==> config.mk <==
export PLATFORM = sky130hd
export DESIGN_NAME = multiplier_seq_flat
export DESIGN_NICKNAME = d
export VERILOG_FILES = /design/src/rtl/multiplier_seq_pkg.sv /design/src/rtl/multiplier_seq_if.sv /design/src/rtl/multiplier_seq_negate.sv /design/src/rtl/multiplier_seq.sv /design/src/flat_wrapper.sv
export SDC_FILE = /design/constraint.sdc
export NUM_CORES = 1
export LEC_CHECK = 0
export CORE_UTILIZATION = 52
export DETAILED_ROUTE_END_ITERATION = 8
export PLACE_DENSITY = 0.83
export REMOVE_ABC_BUFFERS = 1
export SYNTH_ARGS = -nofsm -noshare
export SYNTH_HDL_FRONTEND = slang
export SYNTH_SLANG_ARGS = --single-unit
==> constraint.sdc <==
create_clock -name clk_i -period 2.6 [get_ports clk_i]
set_input_delay 0.52 -clock clk_i [delete_from_list [all_inputs] [get_ports clk_i]]
set_output_delay 0.52 -clock clk_i [all_outputs]
set_load 0.03 [all_outputs]
==> src/rtl/multiplier_seq_pkg.sv <==
// Shared types and helpers for the iterative shift-add multiplier.
package multiplier_seq_pkg;

    typedef enum logic [1:0] {
        IDLE,
        BUSY,
        FIXUP,
        DONE
    } mulState_t;

    // Bit count for a down-counter that must hold values 0..b.
    function automatic int unsigned cnt_width(input int unsigned b);
        return (b < 1) ? 1 : $clog2(b + 1);
    endfunction

endpackage

==> src/rtl/multiplier_seq_if.sv <==
// Operand/product handshake bundle for multiplier_seq.
interface multiplier_seq_if #(
    parameter int unsigned A = 16,
    parameter int unsigned B = 8
);
    logic             inValid;
    logic             inReady;
    logic [A-1:0]     a;
    logic [B-1:0]     b;
    logic             outValid;
    logic             outReady;
    logic [A+B-1:0]   out;

    modport master (
        output inValid, a, b, outReady,
        input  inReady, outValid, out
    );

    modport slave (
        input  inValid, a, b, outReady,
        output inReady, outValid, out
    );
endinterface

==> src/rtl/multiplier_seq_negate.sv <==
// Two's-complement conditional negation; shared by multiplier and divider paths.
module conditional_negate #(
    parameter int unsigned W = 8
) (
    input  logic [W-1:0] in_i,
    input  logic         neg_i,
    output logic [W-1:0] out_o
);
    assign out_o = neg_i ? (W'(0) - in_i) : in_i;
endmodule

==> src/rtl/multiplier_seq.sv <==
// Iterative shift-add multiplier: one multiplier bit per cycle, full-precision
// product, optional sign handling via magnitude multiply plus final negation.
module multiplier_seq
    import multiplier_seq_pkg::*;
#(
    parameter int unsigned A      = 16,
    parameter int unsigned B      = 8,
    parameter bit          SIGNED = 1'b1
) (
    input  logic            clk_i,
    input  logic            rst_i,
    multiplier_seq_if.slave bus
);
    localparam int unsigned W  = A + B;
    localparam int unsigned CW = cnt_width(B);

    mulState_t      state_q, state_d;
    logic [A-1:0]   mcand_q, mcand_d;
    logic [B-1:0]   mplier_q, mplier_d;
    logic [W-1:0]   acc_q, acc_d;
    logic [CW-1:0]  cnt_q, cnt_d;
    logic           neg_q, neg_d;
    logic [W-1:0]   out_q, out_d;
    logic           out_valid_q, out_valid_d;
    logic           in_ready_q, in_ready_d;

    logic [A-1:0]   a_abs;
    logic [B-1:0]   b_abs;
    logic [W-1:0]   acc_fix;
    logic [A-1:0]   addend;
    logic [A:0]     sum;
    logic [W:0]     shifted;
    logic [W-1:0]   acc_next;
    logic           a_neg, b_neg;

    assign a_neg = SIGNED && bus.a[A-1];
    assign b_neg = SIGNED && bus.b[B-1];

    // Most-negative operands negate to themselves and read correctly as unsigned.
    conditional_negate #(.W(A)) u_abs_a (.in_i(bus.a), .neg_i(a_neg), .out_o(a_abs));
    conditional_negate #(.W(B)) u_abs_b (.in_i(bus.b), .neg_i(b_neg), .out_o(b_abs));
    conditional_negate #(.W(W)) u_fix   (.in_i(acc_q), .neg_i(neg_q), .out_o(acc_fix));

    always_comb begin
        addend   = mplier_q[0] ? mcand_q : '0;
        sum      = {1'b0, acc_q[W-1:B]} + {1'b0, addend};
        shifted  = {sum, acc_q[B-1:0]};
        acc_next = shifted[W:1];
    end

    always_comb begin
        state_d     = state_q;
        mcand_d     = mcand_q;
        mplier_d    = mplier_q;
        acc_d       = acc_q;
        cnt_d       = cnt_q;
        neg_d       = neg_q;
        out_d       = out_q;
        out_valid_d = out_valid_q;
        in_ready_d  = in_ready_q;

        case (state_q)
            IDLE: begin
                if (bus.inValid && in_ready_q) begin
                    mcand_d    = a_abs;
                    mplier_d   = b_abs;
                    neg_d      = a_neg ^ b_neg;
                    acc_d      = '0;
                    cnt_d      = CW'(B - 1);
                    in_ready_d = 1'b0;
                    state_d    = BUSY;
                end
            end
            BUSY: begin
                acc_d    = acc_next;
                mplier_d = mplier_q >> 1;
                if (cnt_q == '0) begin
                    if (SIGNED) begin
                        state_d = FIXUP;
                    end else begin
                        out_d       = acc_next;
                        out_valid_d = 1'b1;
                        state_d     = DONE;
                    end
                end else begin
                    cnt_d = cnt_q - CW'(1);
                end
            end
            FIXUP: begin
                out_d       = acc_fix;
                out_valid_d = 1'b1;
                state_d     = DONE;
            end
            DONE: begin
                if (out_valid_q && bus.outReady) begin
                    out_valid_d = 1'b0;
                    in_ready_d  = 1'b1;
                    state_d     = IDLE;
                end
            end
            default: state_d = IDLE;
        endcase
    end

    always_ff @(posedge clk_i or posedge rst_i) begin
        if (rst_i) begin
            state_q     <= IDLE;
            mcand_q     <= '0;
            mplier_q    <= '0;
            acc_q       <= '0;
            cnt_q       <= '0;
            neg_q       <= 1'b0;
            out_q       <= '0;
            out_valid_q <= 1'b0;
            in_ready_q  <= 1'b1;
        end else begin
            state_q     <= state_d;
            mcand_q     <= mcand_d;
            mplier_q    <= mplier_d;
            acc_q       <= acc_d;
            cnt_q       <= cnt_d;
            neg_q       <= neg_d;
            out_q       <= out_d;
            out_valid_q <= out_valid_d;
            in_ready_q  <= in_ready_d;
        end
    end

    assign bus.inReady  = in_ready_q;
    assign bus.outValid = out_valid_q;
    assign bus.out      = out_q;

endmodule

==> src/flat_wrapper.sv <==
// flat-port wrapper written by rule: the top's interface ports become plain ports
module multiplier_seq_flat import multiplier_seq_pkg::*;
#(
    parameter int unsigned A      = 16,
    parameter int unsigned B      = 8,
    parameter bit          SIGNED = 1'b1
)
  (clk_i, rst_i, bus_inValid, bus_a, bus_b, bus_outReady, bus_inReady, bus_outValid, bus_out);
  multiplier_seq_if #(.A(A), .B(B)) bus_i ();
  input  logic clk_i;
  input  logic rst_i;
  input wire logic [$bits(bus_i.inValid)-1:0] bus_inValid;
  input wire logic [$bits(bus_i.a)-1:0] bus_a;
  input wire logic [$bits(bus_i.b)-1:0] bus_b;
  input wire logic [$bits(bus_i.outReady)-1:0] bus_outReady;
  output wire logic [$bits(bus_i.inReady)-1:0] bus_inReady;
  output wire logic [$bits(bus_i.outValid)-1:0] bus_outValid;
  output wire logic [$bits(bus_i.out)-1:0] bus_out;
  assign bus_i.inValid = bus_inValid;
  assign bus_i.a = bus_a;
  assign bus_i.b = bus_b;
  assign bus_i.outReady = bus_outReady;
  assign bus_inReady = bus_i.inReady;
  assign bus_outValid = bus_i.outValid;
  assign bus_out = bus_i.out;
  multiplier_seq #(.A(A), .B(B), .SIGNED(SIGNED)) u_core (.clk_i(clk_i), .rst_i(rst_i), .bus(bus_i));
endmodule
==> results of run 1 <==
[path summary, 6_finish.rpt]
| kind | from | to | slack, ns | depth (start not counted) |
|---|---|---|---|---|
| max in group asynchronous | rst_i | u_core.bus.inReady$_DFFE_PP1P_ | 1.70 | 3 |
| min in group asynchronous | rst_i | u_core.bus.out[4]$_DFFE_PP0P_ | 0.55 | 3 |
| hold reg to reg | u_core.mcand_q[12]$_DFFE_PP0P_ | u_core.mcand_q[12]$_DFFE_PP0P_ | 0.48 | 2 |
| setup reg to reg | u_core.acc_q[9]$_DFFE_PP0P_ | u_core.bus.out[21]$_DFFE_PP0P_ | 0.09 | 6 |
| hold / removal | u_core.mcand_q[12]$_DFFE_PP0P_ | u_core.mcand_q[12]$_DFFE_PP0P_ | 0.48 | 2 |
| setup / recovery | u_core.acc_q[9]$_DFFE_PP0P_ | u_core.bus.out[21]$_DFFE_PP0P_ | 0.09 | 6 |
[stage by stage]
step	TNS, ns	utilization (%)
after floorplan	0	-
after global placement	0	61.9
after detailed placement	0	61.9
after CTS	0	64.6
after global routing	-0.0331	64.8
final	0	64.8
[state kept, by name, summed over array words and instances (netlist names)]
name and flops:
u_core.acc_q 24, u_core.bus.inReady 1, u_core.bus.out 24, u_core.bus.outValid 1, u_core.cnt_q 4, u_core.mcand_q 16
u_core.mplier_q 8, u_core.neg_q 1, u_core.state_q 2
[placed cells by master (no fill, tap or decap), types with 3 or more instances in the layout]
cell             Yosys  layout
clkdlybuf4s50_1      0      53
nand2b_1            11      11
a21boi_0             3       3
o21ai_0             62      60
a31oi_1              3       3
o31ai_1             14      13
ha_1                25      25
a21o_1               5       5
nor4_1               5       5
nand2_1             60      60
mux2i_1              7       7
inv_1               21      20
nor2_1              42      42
o41ai_1              4       4
xnor2_1             15      15
nor3_1               8       8
mux2_2               3       3
buf_4                0      23
xor2_1              33      33
dfrtp_1             80      80
clkbuf_8             0      10
nor2b_1              6       6
a22o_1               8       8
nand3_1              3       3
or3_1                5       5
or4_1                3       3
a21oi_1             43      41
and2_1              17      17
bufinv_16            0       3
[worst reg2reg max path, stage by stage (launching register included)]
cell and delay [ns]:
dfrtp_1 0.39, or4_4 0.55, or4_4 0.44, or3_4 0.43, o41ai_4 0.23, xnor2_1 0.09
mux2_2 0.26
[power by group through the flow]
stage	registers [uW]	logic [uW]	clock network (uW)
floorplan	2640	2230	0
global placement	2270	3730	0
detailed placement	2300	3850	0
CTS	2290	3890	1150
global route	2380	4330	1200
finish	2290	3910	1130
[cell usage after synthesis (all sizes together) (5+ instances only)]
| cell type | count |
|---|---|
| nor2b | 6 |
| clkbuf | 26 |
| a21o | 5 |
| nand2 | 60 |
| inv | 21 |
| nand2b | 11 |
| nor4 | 5 |
| a21oi | 43 |
| o31ai | 15 |
| xor2 | 33 |
| mux2i | 7 |
| nor3 | 8 |
| ha | 25 |
| nor2 | 42 |
| and2 | 17 |
| dfrtp | 80 |
| or3 | 7 |
| o41ai | 6 |
| a22o | 8 |
| xnor2 | 15 |
| or4 | 6 |
| o21ai | 62 |
[layout make-up]
class,count,area (um^2)
fillers,764,3250
multi-input cells,419,2750
flip-flops and latches,81,2030
repair buffers,77,723
well taps,129,161
clock buffers,10,138
clock inverters,6,114
inverters,21,78.8
[what timing repair did]
action | CTS | global route
buffers inserted | 0 | 0
resized for setup | 0 | 6
hold buffers | 0 | 0
endpoints found under the setup margin | 0 | 7
[cells by family after synthesis]
logic type | count (synthesis) | synth area share [%]
xor+xnor | 48 | 8.52
mux | 10 | 2.10
flops | 81 | 41.1
buf+inv | 48 | 3.65
fa+ha+maj | 26 | 6.74
compound gates | 163 | 21.0
simple gates | 172 | 17.0
[metal layers]
metal	up-vias	share of wire [%]
met5	-	0
met4	0	1.6
met3	12	4.3
met2	104	49
met1	1908	45
li1	2060	-
==> reports/results.ini, run 1 <==
[run_status]
status=finished clean

[cells_and_area]
final_area_um2=5990
drive_above_1_share_pct=9.12
synthToLayoutAreaGrowth_pct=21.3
num_antenna_cells=0
nNetsFinal=663
fin_cells=743

[power_and_ir_drop]
clockPowerShare_pct=15.4
ir_drop_uv=445
power_density_nw_per_um2=1220
power_frac_comb_pct=53.4
leakage_uw=0.00267
power_switching_share_pct=43.3
internal_power_uw=4150
power_frac_seq_pct=31.2
netSwitchingPower_uw=3180
total_power_uw=7330

[routing]
vias=4084
via_per_inst=5.50
dr.first_iter.drc_count=227
drcViolationCount=0
antenna_left=0
wl_per_cell_um=13.6
dr.pass1.iters=4
drt-total-wl_um=10100

[placed_design]
gp_congestion=0.969
placed_area_um2=5720
port_buffers=53
dp_slack_ns=0.0376
dpl.cell_count=727
hpwl_um=7500

[floorplan]
coreArea_um2=9240
die-area_um2=9890
pin_count=54
die_width_um=99.4
initial_core_util_pct=53.4
fp.dieH_um=99.4
row_count=35

[sta]
hold_viol=0
period_needed_ns=2.51
post-route-period-util_pct=96.5
slew_headroom_pct=42.9
hold-worst-slack_ns=0.483
drv_slew=0
worstMarginPinSlew_ns=0.856
setup_viol=0
grt_setup_unrepaired=true
finalWorstSetupSlack_ns=0.0899
skew_ns=0.00623
max_freq_mhz=398

[global_route]
grt_usage_pct=22.2
grt.met3_usage_pct=2.88
busiest_layer=met2
grt_pass1_vias=3927
grt_pass1_wl_um=17700
grt_max_degree=82
use_met2_pct=38.6
antenna_found_initial=0
met1_usage_pct=28.1
overflow=0

[critical_path]
worstSetupStartpointType=flip-flop
path_max_fanout=5
cp_slowest_cell=or4_4
critical_path.top_delay_family=simple AND/OR/NAND/NOR gates
crit_type=flip-flop to flip-flop
worst-path-buf-inv=0
critPathArrivalTime_ns=2.76
cp.required_ns=2.85
cp_cell_sequence=or4_4, or4_4, or3_4, o41ai_4, xnor2_1, mux2_2
cpMostUsedCell=or4_4
worst_path_largest_cell_delay_ns=0.55
worstSetupEndpointType=flip-flop

[clock_network]
cts_made_buffers=9
root_buffer=clkbuf_8
cts_tree=built
insertion_delay_ns=0.36
clk_path_buf_depth=2
clkTransAtPathRegs_ns=0.08
clkSinkCount=81
cts-htree-levels=3

[logic_synthesis]
synth_area_leaders=dfrtp_1 41%, ha_1 6.3%, o21ai_0 6.3%
synth-edff-count=0
yosysTopAreaCellShare_pct=40.5
async_flop_share_pct=100
ys_warn_count=0
ys_ff_latch=81
syn_inst=548
netlist_area_um2=4940
yosysUniqueCellTypes=55
yosysSeqAreaShare_pct=41.1
ys_dominant_reg_cell=dfrtp_1
synth_top_cell_by_area=dfrtp_1
syn_avg_cell_area_um2=9.01

[job]
drv_cap=0

[min_path]
hp-class=flip-flop to flip-flop

No activity file was read; power rests on OpenSTA's default activity.
==> inputs of run 2 (changes only) <==
Settings changed: TNS_END_PERCENT set to 10.
==> reports/results.ini, run 2 (same netlist as run 1, synthesis figures left out) <==
[run_status]
status=finished clean

[global_route]
antenna_found_initial=0
grt_max_degree=82
overflow=0
grt_pass1_wl_um=17700
grt_pass1_vias=3927
grt_usage_pct=22.2

[clock_network]
clk_path_buf_depth=2
cts_made_buffers=9
clkSinkCount=81
clkTransAtPathRegs_ns=0.08
cts-htree-levels=3
root_buffer=clkbuf_8
holdBufCountCts=0
insertion_delay_ns=0.35
cts_tree=built

[sta]
max_freq_mhz=395
grt_setup_unrepaired=true
slew_headroom_pct=41.7
drv_slew=0
skew_ns=0.00678
post-route-period-util_pct=97.5
setup_viol=0
worstMarginPinSlew_ns=0.874
hold_viol=0
fin_setup_tns_ns=0
period_needed_ns=2.53

[critical_path]
worstSetupStartpointType=flip-flop
critical_path.top_delay_family=simple AND/OR/NAND/NOR gates
worst_path_largest_cell_delay_ns=0.55
critPathArrivalTime_ns=2.78
cp.required_ns=2.84
path_max_fanout=4
crit_type=flip-flop to flip-flop
worst-path-buf-inv=0
cp_cell_sequence=or4_4, or4_4, or3_2, o41ai_2, xor2_1, a21oi_1
worstSetupEndpointType=flip-flop
cp_slowest_cell=or4_4
cpMostUsedCell=or4_4

[routing]
via_per_inst=5.52
wl_per_cell_um=13.6
antenna_left=0
dr.first_iter.drc_count=246
vias=4104
dr.pass1.iters=5
drcViolationCount=0
drt-total-wl_um=10100

[floorplan]
pin_count=54
die-area_um2=9890
die_width_um=99.4
initial_core_util_pct=53.4
fp.dieH_um=99.4
row_count=35
coreArea_um2=9240

[placed_design]
port_buffers=53
gp_congestion=0.969
hpwl_um=7500
placed_area_um2=5720

[power_and_ir_drop]
leakage_uw=0.00267
ir_drop_uv=446
power_density_nw_per_um2=1220

[job]
drv_cap=0

[cells_and_area]
layout_commonest_cell=dfrtp_1
synthToLayoutAreaGrowth_pct=21.2
fillers=765
seq_area_um2=2030
nNetsFinal=663
final_cell_mix=80 x dfrtp_1, 60 x o21ai_0, 60 x nand2_1
drive_above_1_share_pct=9.12
num_antenna_cells=0
multiInputGateArea_um2=2740
final_area_um2=5980

[min_path]
hp-class=flip-flop to flip-flop

-- run 2: per-stage QoR --
| stage | std cells | hold WS, ns | power (uW) | worst slack [ns] | utilization [%] |
|---|---|---|---|---|---|
| after detailed placement | 727 | 0.465 | 6150 | 0.0376 | 61.9 |
| after global placement | 727 | 0.456 | 6010 | 0.103 | 61.9 |
| after CTS | 743 | 0.484 | 7320 | 0.0512 | 64.6 |
| after floorplan | 521 | 0.442 | 4870 | 0.00157 | - |
| after global routing | 743 | 0.511 | 7890 | -0.0142 | 64.8 |
| final | 743 | 0.482 | 7320 | 0.0652 | 64.8 |
-- run 2: final timing paths --
path,startpoint,to,slack [ns],depth (start not counted)
setup / recovery,u_core.acc_q[9]$_DFFE_PP0P_,u_core.bus.out[18]$_DFFE_PP0P_,0.07,6
setup reg to reg,u_core.acc_q[9]$_DFFE_PP0P_,u_core.bus.out[18]$_DFFE_PP0P_,0.07,6
hold / removal,u_core.mcand_q[12]$_DFFE_PP0P_,u_core.mcand_q[12]$_DFFE_PP0P_,0.48,2
min in group asynchronous,rst_i,u_core.bus.out[5]$_DFFE_PP0P_,0.56,3
hold reg to reg,u_core.mcand_q[12]$_DFFE_PP0P_,u_core.mcand_q[12]$_DFFE_PP0P_,0.48,2
max in group asynchronous,rst_i,u_core.bus.inReady$_DFFE_PP1P_,1.70,3
-- run 2: final cells by class --
class                           instances  share of cell area (%)
Tap cell                              129                    2.70
Clock inverter                          6                    1.90
Multi-Input combinational cell        419                    45.8
Clock buffer                           10                    2.30
Timing Repair Buffer                   77                    12.1
Inverter                               21                    1.32
Sequential cell                        81                    33.9
-- run 2: report_power, final --
| part | internal [uW] | total [uW] | switching [uW] |
|---|---|---|---|
| registers | 1820 | 2290 | 472 |
| logic | 1660 | 3900 | 2240 |
| clock network | 667 | 1130 | 459 |
| total | 4140 | 7320 | 3170 |
-- run 2: repair_timing --
action                                  4_1_cts  5_1_grt
gates resized for setup                       0        5
endpoints found under the setup margin        0        7
buffers inserted                              0        0
-- run 2: worst min-delay path, delay by kind of cell (launching register included) --
family          cells  cell delay, ns
simple gates        1            0.05
flops               1            0.35
compound gates      1            0.06
-- run 2: metal layers --
metal | global-route usage [%] | vias up | share of wire (%)
met2 | 38.6 | 113 | 49
li1 | - | 2056 | -
met4 | 8.82 | 0 | 1.4
met1 | 28.1 | 1921 | 45
met3 | 2.88 | 14 | 4.2
met5 | 0 | - | 0
==> inputs of run 3 (changes only) <==
Settings changed: CORE_UTILIZATION 52 to 62, CTS_CLUSTER_SIZE set to 24, PLACE_DENSITY 0.83 to 0.93.
Clock period 2.6 ns to 3.09 ns, I/O delays scaled along.
==> reports/results.ini, run 3 (same netlist as run 1, synthesis figures left out) <==
[sta]
worstMarginPinSlew_ns=0.904
post-route-period-util_pct=87.3
fin_setup_tns_ns=0
setup_viol=0
max_freq_mhz=371
skew_ns=0.0108
slew_headroom_pct=39.7
period_needed_ns=2.70
hold-worst-slack_ns=0.478
hold_viol=0
grt_setup_unrepaired=false
drv_slew=0

[placed_design]
gp_congestion=0.891
hpwl_um=7920
placed_area_um2=5610
port_buffers=53

[global_route]
grt_pass1_vias=4016
busiest_layer=met2
grt_usage_pct=27.8
overflow=0
grt_max_degree=61
antenna_found_initial=0
use_met2_pct=48.8
grt.met3_usage_pct=3.10
met1_usage_pct=36.1
grt_pass1_wl_um=18500

[power_and_ir_drop]
internal_power_uw=3350
clockPowerShare_pct=14.7
netSwitchingPower_uw=2730
total_power_uw=6090
power_frac_comb_pct=53.0
leakage_uw=0.00262
power_frac_seq_pct=32.3
ir_drop_uv=513
power_switching_share_pct=44.9
power_density_nw_per_um2=1040

[floorplan]
initial_core_util_pct=63.9
die-area_um2=8320
die_width_um=91.2
fp.dieH_um=91.2
pin_count=54
coreArea_um2=7730
row_count=32

[clock_network]
cts_resized=0
clkTransAtPathRegs_ns=0.09
cts_tree=built
clk_path_buf_depth=2
clkSinkCount=81
insertion_delay_ns=0.36
holdBufCountCts=0
cts-htree-levels=3
root_buffer=clkbuf_8
post_cts_buffers=0
cts_made_buffers=9

[critical_path]
worst_path_largest_cell_delay_ns=0.47
cp.required_ns=3.31
cp_cell_sequence=and2_1, ha_1, inv_1, fa_1, nand2b_1, a21oi_1, o21ai_0, o31ai_1, xnor2_1, o21ai_0
cp_num_cells=10
cp_slowest_cell=o31ai_1
worst-path-buf-inv=1
cpMostUsedCell=o21ai_0
crit_type=flip-flop to flip-flop
worstRegToRegCells=10
path_max_fanout=4
critPathArrivalTime_ns=2.92
worstSetupEndpointType=flip-flop
critical_path.top_delay_family=compound AO/OA/AOI/OAI gates
worstSetupStartpointType=flip-flop

[routing]
via_per_inst=5.93
dr.first_iter.drc_count=239
vias=4185
drcViolationCount=1
wl_per_cell_um=15.1
antenna_left=0
dr.pass1.iters=7
drt-total-wl_um=10600

[run_status]
violations=design-rule violations
status=finished, violations left

[min_path]
hold_depth=2
hp-class=flip-flop to flip-flop

[cells_and_area]
layout_commonest_cell=dfrtp_1
nNetsFinal=653
drive_above_1_share_pct=7.12
synthToLayoutAreaGrowth_pct=18.3
final_cell_mix=80 x dfrtp_1, 62 x o21ai_0, 60 x nand2_1
seq_area_um2=2030
num_antenna_cells=0
fin_util_pct=75.6
fillers=554
final_area_um2=5840
multiInputGateArea_um2=2730

[job]
drv_cap=0

[run 3: cell types whose count changed in the layout (fill, tap and decap cells not counted), moves of 2 or more]
cell,before,now
a21oi_2,2,0
o21ai_1,2,0
inv_6,1,3
o21ai_0,60,62
buf_4,23,13
clkinvlp_4,2,0
a21oi_1,41,43
[run 3: power groups by stage]
stage / clock network [uW] / registers [uW] / logic, uW
finish: 897 / 1970 / 3230
global route: 945 / 2030 / 3580
CTS: 905 / 1960 / 3220
detailed placement: 0 / 1970 / 3200
global placement: 0 / 1930 / 3080
floorplan: 0 / 2220 / 1880
[run 3: metal layers]
layer  routed length, um  share of wire, %
met1                4740                45
met2                5320                50
met3                 367               3.5
met4                 204               1.9
met5                   0                 0
[run 3: area by class of cell]
type / instances / area share (%)
inverter: 21 / 1.35
multi-input combinational: 419 / 46.7
timing repair buffer: 67 / 11.1
sequential: 81 / 34.7
clock inverter: 7 / 1.82
clock buffer: 9 / 2.12
tap: 102 / 2.18
[run 3: path summary, 6_finish.rpt]
| check | from | endpoint | slack (ns) |
|---|---|---|---|
| max reg2reg | u_core.mcand_q[0]$_DFFE_PP0P_ | u_core.acc_q[17]$_DFFE_PP0P_ | 0.39 |
| min | u_core.mcand_q[14]$_DFFE_PP0P_ | u_core.mcand_q[14]$_DFFE_PP0P_ | 0.48 |
| min reg2reg | u_core.mcand_q[14]$_DFFE_PP0P_ | u_core.mcand_q[14]$_DFFE_PP0P_ | 0.48 |
| max | u_core.mcand_q[0]$_DFFE_PP0P_ | u_core.acc_q[17]$_DFFE_PP0P_ | 0.39 |
| max in group asynchronous | rst_i | u_core.bus.inReady$_DFFE_PP1P_ | 1.80 |
| min in group asynchronous | rst_i | u_core.bus.out[3]$_DFFE_PP0P_ | 0.58 |
[run 3: stage by stage]
stage / std cells / setup WS (ns)
global placement: 690 / 0.493
CTS: 706 / 0.372
floorplan: 521 / 0.394
detailed placement: 690 / 0.389
finish: 706 / 0.393
global route: 706 / 0.148
[run 3: worst min-delay path, stage by stage (launching register included)]
cell,delay (ns)
dfrtp_1,0.34
nand2_1,0.05
o21ai_0,0.06
